### src/rtl/imm_decode_queue_pkg.sv
// Shared constants for the ID-stage immediate decode queue: immediate types,
// RV32 major opcodes, queue state encodings and the stored decode record.
package imm_decode_queue_pkg;

  localparam logic [2:0] RTYPE = 3'd0;
  localparam logic [2:0] ITYPE = 3'd1;
  localparam logic [2:0] STYPE = 3'd2;
  localparam logic [2:0] BTYPE = 3'd3;
  localparam logic [2:0] UTYPE = 3'd4;
  localparam logic [2:0] JTYPE = 3'd5;

  localparam logic [6:0] OP_IMM    = 7'b0010011;
  localparam logic [6:0] OP_LOAD   = 7'b0000011;
  localparam logic [6:0] OP_JALR   = 7'b1100111;
  localparam logic [6:0] OP_STORE  = 7'b0100011;
  localparam logic [6:0] OP_BRANCH = 7'b1100011;
  localparam logic [6:0] OP_LUI    = 7'b0110111;
  localparam logic [6:0] OP_AUIPC  = 7'b0010111;
  localparam logic [6:0] OP_JAL    = 7'b1101111;
  localparam logic [6:0] OP_REG    = 7'b0110011;

  typedef enum logic [1:0] {
    Q_EMPTY = 2'd0,
    Q_ONE   = 2'd1,
    Q_FULL  = 2'd2
  } q_state_e;

  typedef struct packed {
    logic [24:0] imm_in;
    logic [2:0]  imm_type;
  } dec_t;

endpackage

### src/rtl/imm_decode_queue_opcode_classifier.sv
// Combinational opcode -> immediate-type classifier; unknown opcodes map to
// RTYPE with the illegal flag raised.
module opcode_classifier
  import imm_decode_queue_pkg::*;
(
  input  logic [6:0] opcode,
  output logic [2:0] imm_type,
  output logic       illegal
);

  always_comb begin
    imm_type = RTYPE;
    illegal  = 1'b0;
    case (opcode)
      OP_IMM, OP_LOAD, OP_JALR: imm_type = ITYPE;
      OP_STORE:                 imm_type = STYPE;
      OP_BRANCH:                imm_type = BTYPE;
      OP_LUI, OP_AUIPC:         imm_type = UTYPE;
      OP_JAL:                   imm_type = JTYPE;
      OP_REG:                   imm_type = RTYPE;
      default:                  illegal  = 1'b1;
    endcase
  end

endmodule

### src/rtl/imm_decode_queue.sv
// 2-entry skid queue in front of the immediate generator. Classification is
// done on the write path and stored with the entry. Optional macro:
// ILLEGAL_TRAP_EN (store and present the illegal-opcode bit).
module imm_decode_queue
  import imm_decode_queue_pkg::*;
#(
  parameter int PC_W  = 32,
  parameter int DEPTH = 2
) (
  input  logic            clk,
  input  logic            rst_n,
  input  logic            flush,
  input  logic            in_valid,
  output logic            in_ready,
  input  logic [31:0]     in_instr,
  input  logic [PC_W-1:0] in_pc,
  output logic            out_valid,
  input  logic            out_ready,
  output logic [24:0]     out_imm_in,
  output logic [2:0]      out_imm_type,
  output logic [PC_W-1:0] out_pc,
  output logic            out_illegal
);

  q_state_e        state;
  logic            head, tail;
  dec_t            ent_q [DEPTH];
  logic [PC_W-1:0] pc_q  [DEPTH];

  logic       accept, pop;
  logic [2:0] wr_type;
  logic       wr_illegal;

  assign accept = in_valid & in_ready;
  assign pop    = out_valid & out_ready;

  opcode_classifier u_cls (
    .opcode   (in_instr[6:0]),
    .imm_type (wr_type),
    .illegal  (wr_illegal)
  );

  // Storage: write at tail, read at head. Only the tail slot is written, so
  // a stalled head never changes underneath EX.
  always_ff @(posedge clk or negedge rst_n) begin
    if (!rst_n) begin
      for (int i = 0; i < DEPTH; i++) begin
        ent_q[i] <= '0;
        pc_q[i]  <= '0;
      end
    end else if (!flush && accept) begin
      ent_q[tail] <= '{imm_in: in_instr[31:7], imm_type: wr_type};
      pc_q[tail]  <= in_pc;
    end
  end

`ifdef ILLEGAL_TRAP_EN
  logic ill_q [DEPTH];

  always_ff @(posedge clk or negedge rst_n) begin
    if (!rst_n) begin
      for (int i = 0; i < DEPTH; i++) ill_q[i] <= 1'b0;
    end else if (!flush && accept) begin
      ill_q[tail] <= wr_illegal;
    end
  end

  assign out_illegal = out_valid & ill_q[head];
`else
  logic unused_illegal;
  assign unused_illegal = wr_illegal;
  assign out_illegal    = 1'b0;
`endif

  // Control FSM. in_ready/out_valid are registered alongside the state so
  // in_ready has no combinational path from out_ready.
  always_ff @(posedge clk or negedge rst_n) begin
    if (!rst_n) begin
      state     <= Q_EMPTY;
      head      <= 1'b0;
      tail      <= 1'b0;
      in_ready  <= 1'b1;
      out_valid <= 1'b0;
    end else if (flush) begin
      state     <= Q_EMPTY;
      head      <= 1'b0;
      tail      <= 1'b0;
      in_ready  <= 1'b1;
      out_valid <= 1'b0;
    end else begin
      if (accept) tail <= ~tail;
      if (pop)    head <= ~head;
      case (state)
        Q_EMPTY: begin
          if (accept) begin
            state     <= Q_ONE;
            out_valid <= 1'b1;
          end
          in_ready <= 1'b1;
        end
        Q_ONE: begin
          if (accept && !pop) begin
            state    <= Q_FULL;
            in_ready <= 1'b0;
          end else if (pop && !accept) begin
            state     <= Q_EMPTY;
            out_valid <= 1'b0;
          end
        end
        Q_FULL: begin
          if (pop) begin
            state    <= Q_ONE;
            in_ready <= 1'b1;
          end
        end
        default: begin
          state     <= Q_EMPTY;
          in_ready  <= 1'b1;
          out_valid <= 1'b0;
        end
      endcase
    end
  end

  assign out_imm_in   = ent_q[head].imm_in;
  assign out_imm_type = ent_q[head].imm_type;
  assign out_pc       = pc_q[head];

endmodule
### config.mk
export PLATFORM = sky130hd
export DESIGN_NAME = imm_decode_queue
export DESIGN_NICKNAME = d
export VERILOG_FILES = /design/src/rtl/imm_decode_queue_pkg.sv /design/src/rtl/imm_decode_queue_opcode_classifier.sv /design/src/rtl/imm_decode_queue.sv
export SDC_FILE = /design/constraint.sdc
export NUM_CORES = 1
export LEC_CHECK = 0
export ABC_CLOCK_PERIOD_IN_PS = 3150
export CORE_AREA = 5 5 118 120
export DETAILED_ROUTE_END_ITERATION = 10
export DIE_AREA = 0 0 123 125
export GPL_ROUTABILITY_DRIVEN = 0
export PLACE_DENSITY = 0.72
export SETUP_SLACK_MARGIN = 0.15
export SLEW_MARGIN = 20
export SYNTH_ARGS = -nofsm -noshare
export SYNTH_HDL_FRONTEND = slang
export SYNTH_HIERARCHICAL = 1
export SYNTH_SLANG_ARGS = --single-unit
export TNS_END_PERCENT = 100
### constraint.sdc
create_clock -name clk -period 3.15 [get_ports clk]
set_input_delay 0.4725 -clock clk [delete_from_list [all_inputs] [get_ports clk]]
set_output_delay 0.4725 -clock clk [all_outputs]
set_load 0.005 [all_outputs]
* Word level (Yosys, flattened, before mapping) *
Cells that the tools add are included.

storage, ports and cells
  flip-flop bits (word level) = 126
  input port bits = 69
  word-level logic and storage cells = 84

operators by class
  magnitude comparators = 3
  equal/unequal tests = 17
  multiplexer cells = 32
  bitwise gates (word level) = 6
  reductions and logical operators = 15

operators with widths
  kind                                           number
  two-way mux 32 bit                             4
  two-way mux 28 bit                             4
  bitwise mux 64 bit                             1
  bitwise mux 56 bit                             1
  demux 32 bit (select 1 bit)                    1
  demux 28 bit (select 1 bit)                    1
  == test 7 bit, second input constant           3
  != test 3 bit, second input constant           5
  one-hot mux 3 bit (5 select lines)             1
  == test 7 x 5 -> 1 bit, second input constant  2
  == test 7 x 6 -> 1 bit, second input constant  2
  two-way mux 1 bit                              11
  two-way mux 2 bit                              5
  == test 7 x 2 -> 1 bit, second input constant  1
  one-hot mux 2 bit (3 select lines)             1
  >= comparator 2 bit, second input constant     2
  logical AND 1 bit                              4
  != test 4 bit, second input constant           1
  NOT 1 -> 2 bit                                 2
  AND reduction 4 bit                            1
  nonzero test 2 bit                             2
  zero test 1 bit                                3
  one-hot mux 1 bit (3 select lines)             1
  AND reduction 3 bit                            1
  other kinds (11)                               13

* Longest topological paths before layout *
Gate-level depths: netlist of the first run.

  depth after elaboration = 7
  gate-level depth with buffers = 4
  mapped depth without buffers = 4

* Cells and area by module *
Netlist of the first run, hierarchy kept.

by module, submodules not included
  module             times used  cells each  area each (sq um)  seq. area each (sq um)
  imm_decode_queue   1           354         5,481.5            3,154.3
  opcode_classifier  1           15          98.8               0.0

* Worst setup path before layout of the first run *
OpenSTA, ideal clock, no wires.

  kind = flip-flop to flip-flop
  start point = reg in_ready
  end point = reg pc_q[46] (netlist bit)
  data arrival time = 1.431 ns
  data required time = 3.025 ns
  path slack = 1.594 ns
  cell stages (with the launch flop) = 5
  cells stage by stage = dfstp_2 > nand2_1 > nor3_4 > buf_4 > mux2_2

between the ends
  word-level cells in the longest chain between the ends = 2

RTL lines
  what                             line                    RTL
  from (decl)                      imm_decode_queue.sv:14  output logic in_ready,
  from (signal assigned)           imm_decode_queue.sv:82  in_ready <= 1'b1;
  from (signal assigned)           imm_decode_queue.sv:88  in_ready <= 1'b1;
  from (signal assigned)           imm_decode_queue.sv:99  in_ready <= 1'b1;
  AND 1 bit                        imm_decode_queue.sv:34  assign accept = in_valid & in_ready;
  logical AND 1 bit                imm_decode_queue.sv:51  end else if (!flush && accept) begin
  to (signal, indexed assignment)  imm_decode_queue.sv:53  pc_q[tail] <= in_pc;
  to (decl)                        imm_decode_queue.sv:28  logic [PC_W-1:0] pc_q [DEPTH];

No other way between the ends.
A chain may end at the register's enable or synchronous reset.

* Worst setup path after layout of the first run *
  start point = reg head
  end point = out out_imm_type[2]

between the ends
  word-level cells in the longest chain between the ends = 4

RTL lines
  what                                                   line                     RTL
  from (decl)                                            imm_decode_queue.sv:26   logic head, tail;
  from (signal assigned)                                 imm_decode_queue.sv:92   if (pop) head <= ~head;
  NOT 1 -> 2 bit (implied by the code)                   imm_decode_queue.sv:126  assign out_imm_type = ent_q[head].imm_type;
  two-way mux 28 bit (implied by the code) (3 in a row)  imm_decode_queue.sv:126
  to (decl)                                              imm_decode_queue.sv:20   output logic [2:0] out_imm_type,

No other way between the ends. The select of a mux whose other input is x is not followed.

==> results of run 1 <==
-- cells in the final DEF, fill, tap and decap left out, types with 2 or more instances in the layout --
cell type        instances
nand2_1                  4
dfrtp_1                124
nand4b_1                 3
nor2_1                   2
clkbuf_1                 4
mux2_2                 175
mux2_1                   5
clkbuf_16               17
buf_4                    7
clkdlybuf4s50_1        129
nand2b_1                 2
nor2b_1                  3
a31oi_1                  3
clkbuf_8                 3
clkinv_2                 5
-- sequential cells by signal, indices dropped and copies added, names as in the netlist --
| name | cells |
|---|---|
| pc_q | 64 |
| ent_q | 56 |
| tail | 1 |
| state | 2 |
| head | 1 |
| in_ready | 1 |
| out_valid | 1 |
-- critical path, cell delays in order, from the launching register on --
cell,delay (ps)
dfrtp_2,350
buf_4,390
mux2_2,400
clkdlybuf4s50_1,480
-- area by class of cell --
| type | instances | area [sq um] |
|---|---|---|
| Fill cell | 1055 | 5310 |
| Sequential cell | 126 | 3160 |
| Multi-Input combinational cell | 217 | 2280 |
| Timing Repair Buffer | 137 | 1360 |
| Clock buffer | 24 | 482 |
| Tap cell | 176 | 220 |
| Clock inverter | 7 | 62.6 |
| Inverter | 1 | 3.75 |
-- stage by stage --
| step | total power, mW | instances |
|---|---|---|
| 2_1_floorplan | 3.06 | 365 |
| 3_3_place_gp | 3.77 | 657 |
| 3_5_place_dp | 3.84 | 657 |
| 4_1_cts | 5.66 | 688 |
| 5_1_grt | 5.89 | 688 |
| 6_report | 5.59 | 688 |
-- report_power, final --
group          internal, mW  leakage [nW]  switching [mW]  total (mW)
Combinational          1.03          1.36           0.472        1.50
Clock                  1.13         0.270           0.655        1.79
Sequential             2.08          1.51           0.216        2.30
Total                  4.25          3.14            1.34        5.59
-- metal layers --
metal / vias up / global-route usage
met3: 23 / 0.0528
met5: - / 0
li1: 1595 / -
met4: 0 / 0.0717
met1: 1777 / 0.196
met2: 80 / 0.273
-- path summary, 6_finish.rpt --
path | end | depth (start not counted)
setup / recovery | out_imm_type[2] | 3
hold reg to reg | ent_q[45] | 1
hold / removal | ent_q[39] | 1
setup reg to reg | pc_q[47] | 4
max in group asynchronous | ent_q[38] | 2
min in group clk | ent_q[45] | 1
==> impl_metrics.toml, run 1 <==
[status]
status = "finished, final reports clean"

[sta]
final_max_slew_viol_count = 0
fmax_mhz = 400
slew_headroom = 0.443
fin_ws_ps = 649
rsz0062_at_grt = "false"
fin_skew_ps = 8.56
tightest_slew_ps = 835
min_period_ps = 2500
setup_tns_ps = 0
period_share = 0.794
setup_violations = 0
whs_ps = 168
hold_viol = 0

[floorplan]
chipWidth_um = 123
initial_core_util = 0.432
rows = 42
die_area_sq_um = 15400
die_h_um = 125
io_pins = 132
fp.coreArea_sq_um = 12900

[routing]
drcViolationCount = 0
vias = 3475
m1WireLength_um = 4910
vias_per_cell = 5.05
firstDrtPassIters = 4
dr_wl_met3_um = 571
wl_per_cell_um = 17.3
dr.first_iter.drc_count = 218
top_layer = "met4"
ant_nets = 0
wl_met2_um = 6170
drt_wl_total_um = 11900

[critical_path]
cp-end-kind = "output port"
path_max_fanout = 31
path_class = "reg -> out"
cp-start-kind = "register"
critPathArrivalTime_ps = 2030
reg2reg_from = "in_ready"
regToRegSetupSlack_ps = 1320
cp-startpoint = "head"
required_ps = 2680

[clock_tree]
cts_setup_buffers = 0
cts.sinks = 126
cts_max_level = 4
numCtsBuffers = 17
cts_hold_buf = 0
post_cts_resized = 0
cts.root.buffer_cell = "clkbuf_16"
cts_tree = "built"
clkLatencyLatePin_ps = 410
clk_path_buf_depth = 2
clk_transition_reported_paths_ps = 60

[yosys]
postSynthAreaPerCell_sq_um = 15.2
synth_fp_nets = 434
synth_warnings = 6
syn_area_sq_um = 5560
syn_inst = 365

[final_layout]
layout-drive-gt1-share = 0.418
fin_nets = 569
antennaDiodeCount = 0
stdcell_area_sq_um = 7570
synthToLayoutAreaGrowth_pct = 36.1
postLayoutCoreUtil = 0.588

[power_and_ir_drop]
power_density_nw_per_um2 = 739
cellLeakagePower_nw = 3.14
vdd_ir_drop_max_uv = 337

[worst_hold_path]
hp-class = "in -> async"

[global_route]
grt_pass1_vias = 3957
grt_pass1_wl_um = 19700
antenna_found_initial = 0
grt_util_all_layers = 0.165
grt_max_degree = 66
grt_overflow = 0

[placed_design]
hpwl_um = 7920
place_ws_ps = 827
portBuffers = 130
dpl_cell_area_sq_um = 7030

[run]
maxCapViolations = 0
Power figures use the tool's default switching activity.
==> inputs of run 2 (changes only) <==
--- a/config.mk
+++ b/config.mk
@@ -5,12 +5,12 @@
 export SDC_FILE = /design/constraint.sdc
 export NUM_CORES = 1
 export LEC_CHECK = 0
-export ABC_CLOCK_PERIOD_IN_PS = 3150
+export ABC_CLOCK_PERIOD_IN_PS = 2300
 export CORE_AREA = 5 5 118 120
 export DETAILED_ROUTE_END_ITERATION = 10
 export DIE_AREA = 0 0 123 125
 export GPL_ROUTABILITY_DRIVEN = 0
-export PLACE_DENSITY = 0.72
+export PLACE_DENSITY = 0.75
 export SETUP_SLACK_MARGIN = 0.15
 export SLEW_MARGIN = 20
 export SYNTH_ARGS = -nofsm -noshare
==> constraint.sdc (replaced) <==
create_clock -name clk -period 2.3 [get_ports clk]
set_input_delay 0.345 -clock clk [delete_from_list [all_inputs] [get_ports clk]]
set_output_delay 0.345 -clock clk [all_outputs]
set_load 0.005 [all_outputs]
==> impl_metrics.toml, run 2 (synthesis results as in run 1) <==
[final_layout]
fin_nets = 590
postLayoutCoreUtil = 0.615
largest_reg_flops = 64
top_register = "pc_q"
final_cell_mix = "mux2_2 (175), dfrtp_1 (124), clkdlybuf4s50_1 (105), clkbuf_16 (17), buf_4 (16)"
synthToLayoutAreaGrowth_pct = 42.4
reg.largest.list = "pc_q: 64 flops, ent_q: 56 flops, state: 2 flops"
final_common_cell = "mux2_2"
antennaDiodeCount = 0
layout-drive-gt1-share = 0.446

[sta]
period_share = 0.969
fmax_mhz = 449
whs_ps = 456
min_period_ps = 2230
setup_violations = 0
hold_viol = 0
fin_skew_ps = 9.43
rsz0062_at_grt = "true"
final_max_slew_viol_count = 0
setup_tns_ps = 0

[global_route]
grt_max_degree = 59
busiest_layer = "met2"
grt_util_all_layers = 0.164
antenna_found_initial = 0
grt_overflow = 0
grt_pass1_vias = 3944
grtUsageMet1 = 0.201
use_met2 = 0.281
use_met3 = 0.0420
grt_pass1_wl_um = 19700

[clock_tree]
cts_max_level = 4
clk_transition_reported_paths_ps = 60
cts.root.buffer_cell = "clkbuf_16"
cts_tree = "built"
clkLatencyLatePin_ps = 400
cts.sinks = 126
numCtsBuffers = 17
clk_path_buf_depth = 2

[routing]
firstDrtPassIters = 4
wl_per_cell_um = 17.4
vias_per_cell = 5.01
vias = 3559
drcViolationCount = 0
dr.first_iter.drc_count = 167
ant_nets = 0
drt_wl_total_um = 12300

[critical_path]
r2r_cells = 4
cp-start-kind = "register"
path_max_fanout = 11
r2r-end = "pc_q[63]"
required_ps = 1960
critPathArrivalTime_ps = 1880
path_class = "reg -> out"
cp-end-kind = "output port"
reg2reg_from = "in_ready"
regToRegSetupSlack_ps = 530

[power_and_ir_drop]
p_int_mw = 5.86
p_sw_mw = 1.95
power.share.clock = 0.323
vdd_ir_drop_max_uv = 432
switching_share = 0.249
p_seq_frac = 0.403
power_density_nw_per_um2 = 986
comb_power_share = 0.274
cellLeakagePower_nw = 3.40

[floorplan]
io_pins = 132
die_area_sq_um = 15400
rows = 42
fp.coreArea_sq_um = 12900
chipWidth_um = 123
die_h_um = 125
initial_core_util = 0.432

[status]
status = "finished, final reports clean"

[placed_design]
hpwl_um = 8010
portBuffers = 130

[run]
maxCapViolations = 0

[worst_hold_path]
hp-class = "in -> async"
run 2: cell types whose count changed in the layout (fill, tap and decap cells not counted), sizes merged, moves of 2 or more:
| cell | before | now |
|---|---|---|
| dlygate4sd2 | 0 | 12 |
| inv | 1 | 3 |
| clkbuf | 24 | 20 |
| clkinvlp | 1 | 5 |
| clkdlybuf4s50 | 129 | 105 |
| dlymetal6s2s | 0 | 7 |
| clkdlybuf4s15 | 0 | 5 |
| buf | 8 | 28 |
run 2: metal layers:
layer  routed length [um]  share of wire
met2                 6470           0.52
met1                 5150           0.42
met5                    0              0
met4                  142          0.012
met3                  565          0.046
run 2: power by group through the flow:
stage	Clock, mW	Sequential [mW]	Combinational, mW
after global routing	2.68	3.22	2.32
final	2.52	3.15	2.14
after detailed placement	0	3.19	2.10
after floorplan	0	3.08	1.12
after CTS	2.57	3.15	2.15
after global placement	0	3.13	2.06
run 2: per-stage QoR:
stage	instance area (sq um)	power, mW	setup WS (ps)	instances
final	7920	7.81	72.3	710
after global routing	7920	8.22	9.71	710
after CTS	7820	7.87	44.2	702
after detailed placement	7110	5.28	209	660
after floorplan	5560	4.20	744	365
after global placement	7110	5.19	250	660
run 2: worst max path at each step:
stage / startpoint / to / slack (ps) / cells past startpoint
3_3_place_gp: in_valid / pc_q[59] / 250 / 5
5_1_grt: head / out_imm_in[12] / 10 / 4
2_1_floorplan: in_ready / pc_q[46] / 740 / 4
4_1_cts: head / out_imm_in[17] / 40 / 4
3_5_place_dp: in_valid / ent_q[39] / 210 / 5
6_report: head / out_imm_in[12] / 70 / 4
run 2: final cells by class:
cell class / instances / area (sq um)
multi-input cells: 217 / 2280
inverters: 1 / 3.75
repair buffers: 158 / 1690
clock inverters: 12 / 113
clock buffers: 20 / 457
fillers: 1021 / 4960
flip-flops and latches: 126 / 3160
well taps: 176 / 220
run 2: worst max-delay path: stages (launching register included):
cell	delay, ps
dfrtp_2	370
buf_12	140
buf_16	160
mux2_2	350
clkdlybuf4s50_1	460
run 2: repair_timing:
action | in CTS | in global routing
hold buffers | 1 | 0
endpoints found under the setup margin | 60 | 50
resized for setup | 23 | 12
gates cloned | 3 | 0
hold endpoints to repair | 33 | 0
buffers inserted | 6 | 8
pin swaps | 0 | 0
